$ cat config.mk
export PLATFORM = sky130hd
export DESIGN_NAME = wb_stage_ext
export DESIGN_NICKNAME = d
export VERILOG_FILES = /design/src/rtl/wb_stage_ext.sv
export SDC_FILE = /design/constraint.sdc
export NUM_CORES = 1
export LEC_CHECK = 0
export BUFFER_PORTS_ARGS = -buffer_cell sky130_fd_sc_hd__buf_2
export CELL_PAD_IN_SITES_DETAIL_PLACEMENT = 0
export CELL_PAD_IN_SITES_GLOBAL_PLACEMENT = 2
export CORE_ASPECT_RATIO = 1.4
export CORE_UTILIZATION = 28
export DETAILED_ROUTE_END_ITERATION = 10
export GPL_ROUTABILITY_DRIVEN = 0
export MAX_ROUTING_LAYER = met4
export PLACE_DENSITY_LB_ADDON = 0.1
export SLEW_MARGIN = 0
export SYNTH_ARGS = -nofsm -noshare
export SYNTH_HDL_FRONTEND = slang
export SYNTH_SLANG_ARGS = --single-unit
$ cat constraint.sdc
create_clock -name clk -period 4.2 [get_ports clk]
set_clock_uncertainty 0.05 [all_clocks]
set_input_delay 0.63 -clock clk [delete_from_list [all_inputs] [get_ports clk]]
set_output_delay 0.63 -clock clk [all_outputs]
set_load 0.03 [all_outputs]
$ cat src/rtl/wb_stage_ext.sv
// RV32I writeback stage: source select, sub-word load extraction, x0 write suppression,
// misaligned-load flagging and a retired-instruction counter, with one cycle of latency.
module wb_stage_ext #(
    parameter int REG_ADDR_W = 5,
    parameter int PC_STEP    = 4,
    parameter int CNT_W      = 64
) (
    input  logic                  clk,
    input  logic                  rst,
    input  logic                  valid_in,
    input  logic                  stall,
    input  logic                  flush,
    input  logic [31:0]           pc_in,
    input  logic [31:0]           alu_result_in,
    input  logic [31:0]           mem_data_in,
    input  logic [31:0]           imm_in,
    input  logic [2:0]            funct3_in,
    input  logic [REG_ADDR_W-1:0] rd_in,
    input  logic [2:0]            wb_sel,
    input  logic                  reg_write_in,
    output logic [31:0]           reg_data_out,
    output logic [REG_ADDR_W-1:0] rd_out,
    output logic                  reg_write_out,
    output logic                  valid_out,
    output logic                  misalign_out,
    output logic [CNT_W-1:0]      instret_out
);

    // valid_in qualifies a transaction; there is no backpressure, stall simply freezes the stage.
    logic [1:0]  off;
    logic [7:0]  ld_byte;
    logic [15:0] ld_half;
    logic [31:0] ld_data;
    logic        ld_mis;
    logic [31:0] sel_data;
    logic        misalign;

    always_comb begin
        off = alu_result_in[1:0];
        case (off)
            2'd0:    ld_byte = mem_data_in[7:0];
            2'd1:    ld_byte = mem_data_in[15:8];
            2'd2:    ld_byte = mem_data_in[23:16];
            default: ld_byte = mem_data_in[31:24];
        endcase
        ld_half = off[1] ? mem_data_in[31:16] : mem_data_in[15:0];

        ld_data = '0;
        ld_mis  = 1'b0;
        case (funct3_in)
            3'b000: ld_data = {{24{ld_byte[7]}}, ld_byte};
            3'b100: ld_data = {24'b0, ld_byte};
            3'b001: begin
                ld_data = {{16{ld_half[15]}}, ld_half};
                ld_mis  = off[0];
            end
            3'b101: begin
                ld_data = {16'b0, ld_half};
                ld_mis  = off[0];
            end
            3'b010: begin
                ld_data = mem_data_in;
                ld_mis  = (off != 2'b00);
            end
            default: begin
                ld_data = '0;
                ld_mis  = 1'b0;
            end
        endcase

        case (wb_sel)
            3'b000:  sel_data = alu_result_in;
            3'b001:  sel_data = ld_data;
            3'b010:  sel_data = pc_in + 32'(PC_STEP);
            3'b011:  sel_data = imm_in;
            default: sel_data = '0;
        endcase

        misalign = valid_in & (wb_sel == 3'b001) & ld_mis;
    end

    always_ff @(posedge clk or posedge rst) begin
        if (rst) begin
            reg_data_out  <= '0;
            rd_out        <= '0;
            reg_write_out <= 1'b0;
            valid_out     <= 1'b0;
            misalign_out  <= 1'b0;
            instret_out   <= '0;
        end else if (stall) begin
            reg_data_out  <= reg_data_out;
            rd_out        <= rd_out;
            reg_write_out <= reg_write_out;
            valid_out     <= valid_out;
            misalign_out  <= misalign_out;
            instret_out   <= instret_out;
        end else if (flush) begin
            // Data and rd hold so the register file sees no spurious change on a killed slot.
            reg_write_out <= 1'b0;
            valid_out     <= 1'b0;
            misalign_out  <= 1'b0;
        end else begin
            reg_data_out  <= sel_data;
            rd_out        <= rd_in;
            reg_write_out <= valid_in & reg_write_in & (rd_in != '0) & ~misalign;
            valid_out     <= valid_in;
            misalign_out  <= misalign;
            if (valid_in)
                instret_out <= instret_out + CNT_W'(1);
        end
    end

endmodule
Yosys cells after proc, flatten, opt, wreduce, memory -nomap -nowiden
Index checks and enable logic that the tools add are counted.
- bits in registers: 104
- memories: 0
- ROM bits: 0
- word-level logic and storage cells: 41
- latch bits: 0
- output and inout port bits: 104
- memory bits (writable): 0
- equal/unequal tests: 9
- multiply operators: 0
- multiplexer cells: 8
- divide/modulo/power cells: 0
- magnitude comparators: 0
- add/subtract/negate cells: 2
- shift-type cells: 0
- bitwise operators: 8
- reductions and logical operators: 8
- operators by type and width (kind ; number):
    case mux 32 bit (5 select lines) ; 1
    case mux 32 bit (4 select lines) ; 1
    adder 64 x 1 -> 64 bit (second input constant) ; 1
    adder 32 x 3 -> 32 bit (second input constant) ; 1
    case mux 8 bit (3 select lines) ; 1
    two-way mux 16 bit ; 1
    == test 3 x 2 -> 1 bit (second input constant) ; 3
    == test 3 x 1 -> 1 bit (second input constant) ; 2
    == test 3 bit (second input constant) ; 2
    logical NOT 3 bit ; 2
    bitwise AND 1 bit ; 5
    nonzero test 5 bit ; 1
    two-way mux 1 bit ; 3
    inverter 1 bit ; 3
    AND reduction 3 bit ; 1
    == test 2 x 1 -> 1 bit (second input constant) ; 1
    == test 2 bit (second input constant) ; 1
    logical NOT 2 bit ; 1
    case mux 1 bit (2 select lines) ; 1
    AND reduction 2 bit ; 1
    nonzero test 2 bit ; 1
    OR reduction 2 bit ; 1

Depth between registers and ports, before layout
- depth in word-level cells: 7
- mapped depth: 8
- mapped depth without buffers: 6

Worst setup path before layout
OpenSTA, ideal clock, no wires.
- path kind: input to register
- start: input stall
- end: register instret_out[51]
- stages on the path: 6
- setup time: 0.080 ns
- arrival: 2.328 ns
- required time: 4.070 ns
- slack: 1.741 ns
- cell sequence: buf_6 -> or3b_4 -> or4_4 -> nand4bb_1 -> nor3_1 -> xor2_1
- longest elaborated chain between the ends: 2
- ends and longest elaborated chain (what ; line ; text):
    from (decl) ; 11 ; input logic stall,
    inverter 1 bit (no source line) ; -- ;
    AND reduction 3 bit (no source line) ; -- ;
    to (signal assigned) ; 96 ; instret_out <= instret_out;
    to (signal assigned) ; 109 ; instret_out <= instret_out + CNT_W'(1);
    to (decl) ; 26 ; output logic [CNT_W-1:0] instret_out
Every way passes these cells.
A chain may end at the register's enable or synchronous reset.

Final worst setup path
- start: register instret_out[0]
- end: register instret_out[42]
- longest elaborated chain between the ends: 1
- ends and longest elaborated chain (what ; line):
    adder 64 x 1 -> 64 bit ; 109
Every way passes these cells.

==> flow_summary.toml <==
[status]
outcome = "finished, final reports clean"

[finish]
final_layout_size_suffix_gt1_frac = 0.329
postLayoutCoreUtil = 0.372
fillers = 2309
fin_cells = 1218
postLayoutCellArea_um2 = 8140
multi_input_area_um2 = 3490
syn2layout_area_growth_pct = 30.0
fin_nets = 1060
seqCellArea_um2 = 2600

[setup_path]
cp-end-kind = "register"
path_class = "reg -> reg"
cp_slowest_cell = "nor4_1"
crit_required_ns = 4.42
crit_fanout = 12
cp_common_cell = "nor4_1"
critical-path-top-delay-family = "simple AND/OR/NAND/NOR gates"
path_buf_inv = 0
max_stage_delay_ns = 0.61
path_cells = "ha_1 -> nand4bb_1 -> nor4_1 -> nand3_1 -> nor4_1 -> xor2_1"
worst_setup_path_start_kind = "register"
arrival_ns = 3.01

[clocking]
cts_buffers = 9
cts_tree = "yes"
clockRootBuffer = "clkbuf_16"
cts_buffer_depth = 2
worstSkewPairLatency_ns = 0.35
cts_setup_buffers = 0
cts_resized = 0
path_clk_slew_ns = 0.08
ctsHoldBuffers = 0
cts-htree-levels = 3
cts_sinks = 104

[synthesis]
synth-edff-count = 0
synth.net_count = 819
synthArstFlopShare = 1.00
yosysMostFrequentCell = "dfrtp_1"
synth.top_cell.area_share = 0.416
synth_area_leader_cell = "dfrtp_1"
synth_seq_area_share = 0.416
syn_avg_cell_area_um2 = 9.32
synth_commonest_cells = "dfrtp_1 (104), nand2_1 (77), nor2_1 (55)"
synth-seq-cells = 104
ys.flop_type = "dfrtp_1"
synth_warnings = 0
synthTopCellsByArea = "dfrtp_1 (42%), xor2_1 (7.0%), xnor2_1 (5.5%)"
synth_area_um2 = 6260
synth_cell_types = 63
synthCells = 672

[power]
p_per_area_nw_per_um2 = 312
leakage_nw = 3.88
p_total_mw = 2.54
vdd_drop_max_mv = 0.168

[floorplanning]
coreArea_um2 = 21900
fp.dieH_um = 179
die_w_um = 128
dieArea_um2 = 23000
rows = 64
ioPinCount = 249
initial_core_util = 0.286

[sta]
fin_ws_ns = 1.41
setup_violations = 0
whs_ns = 0.401
min_period_ns = 2.79
slew_headroom = 0.288
finalSetupTns_ns = 0
timing.fmax_mhz = 358
final-hold-violation-count = 0
rsz0062_at_grt = "no"
fin_crit_sh = 0.664
tightestPinTransition_ns = 1.06
drv_slew = 0

[placement]
post-place-cells = 1199
placed_cell_area_um2 = 7840
hpwl_mm = 20.1
dpl_worst_slack_ns = 1.19
numPortBuffers = 248

[grt]
grt_max_degree = 67
grt_pass1_vias = 6384
antenna_found_initial = 3
gr-total-overflow = 0
track_usage = 0.227
grt_first_pass_wirelength_mm = 37.4

[routing]
drt_iter0_markers = 389
wl_mm = 25.2
num_vias = 6364
antenna_left = 0
drc = 0
vias_per_cell = 5.22
post_drt_wl_per_cell_um = 20.7
firstDrtPassIters = 7

[hold_path]
hold_path_class = "in -> async"

[run]
cap_violations = 0
## layout by cell type, fill, tap and decap left out, drive strengths merged, types with 5 or more instances in the layout
cell / Yosys / routed
o21ai: 18 / 18
nor4: 15 / 15
a222oi: 5 / 5
buf: 4 / 258
nand4: 35 / 35
mux2i: 5 / 5
nand2: 77 / 77
and2: 6 / 6
nor3b: 5 / 5
and4: 5 / 5
a211o: 5 / 5
xor2: 50 / 50
mux4: 8 / 8
nor2: 55 / 55
a31o: 5 / 5
dfrtp: 104 / 104
nand3: 32 / 32
xnor2: 39 / 39
a221oi: 18 / 18
a21oi: 29 / 29
inv: 14 / 18
nor3: 18 / 18
clkbuf: 24 / 9
a22oi: 16 / 16
a31oi: 8 / 8
o31ai: 7 / 7
and3: 9 / 9
## cell families (layout without fill, tap and decap cells)
| family | count (synthesis) | count (layout) | share of synthesized area |
|---|---|---|---|
| muxes | 15 | 15 | 0.0404 |
| other | 0 | 3 | 0 |
| xor gates and xnor gates | 89 | 89 | 0.125 |
| AOI/OAI and AO/OA | 141 | 141 | 0.162 |
| buffers and inverters | 43 | 289 | 0.0274 |
| and+or+nand+nor | 278 | 278 | 0.226 |
| DFF | 104 | 104 | 0.416 |
| adders and majority gates | 2 | 2 | 0.00400 |
## layout make-up
cell class	count	area share
Multi-Input combinational cell	525	0.429
Sequential cell	104	0.320
Timing Repair Buffer	258	0.162
Tap cell	297	0.0457
Clock buffer	9	0.0277
Clock inverter	7	0.00784
Inverter	15	0.00723
Antenna cell	3	0.000923
## state kept, by name (all words and copies together), names as in the netlist
register,flops
misalign_out,1
instret_out,64
reg_write_out,1
reg_data_out,32
rd_out,5
valid_out,1
## per-layer routing
metal,wire length [um],share of wire,global-route usage,vias to the layer above
li1,-,-,-,2981
met1,9730,0.39,0.258,3096
met2,13200,0.53,0.396,253
met3,1410,0.056,0.0361,34
met4,796,0.032,0.0892,0
met5,0,0,-,-
## power by group
group	switching (mW)	internal, mW	total, mW	leakage [nW]
sequential	0.0672	1.06	1.13	1.37
clock	0.431	0.417	0.849	0.145
combinational	0.364	0.196	0.560	2.36
total	0.862	1.68	2.54	3.88
## path summary, 6_finish.rpt
check	startpoint	endpoint	slack [ns]	cells after the start
min in group clk	rd_out[2]$_DFFE_PP0P_	rd_out[2]$_DFFE_PP0P_	0.42	2
worst max register to register	instret_out[0]$_DFFE_PP0P_	instret_out[42]$_DFFE_PP0P_	1.41	6
worst min-delay path	rst	reg_data_out[21]$_DFFE_PP0P_	0.40	2
worst max-delay path	instret_out[0]$_DFFE_PP0P_	instret_out[42]$_DFFE_PP0P_	1.41	6
max in group asynchronous	rst	rd_out[2]$_DFFE_PP0P_	2.81	3
worst min register to register	rd_out[2]$_DFFE_PP0P_	rd_out[2]$_DFFE_PP0P_	0.42	2
(Power assumes the default switching activity.)
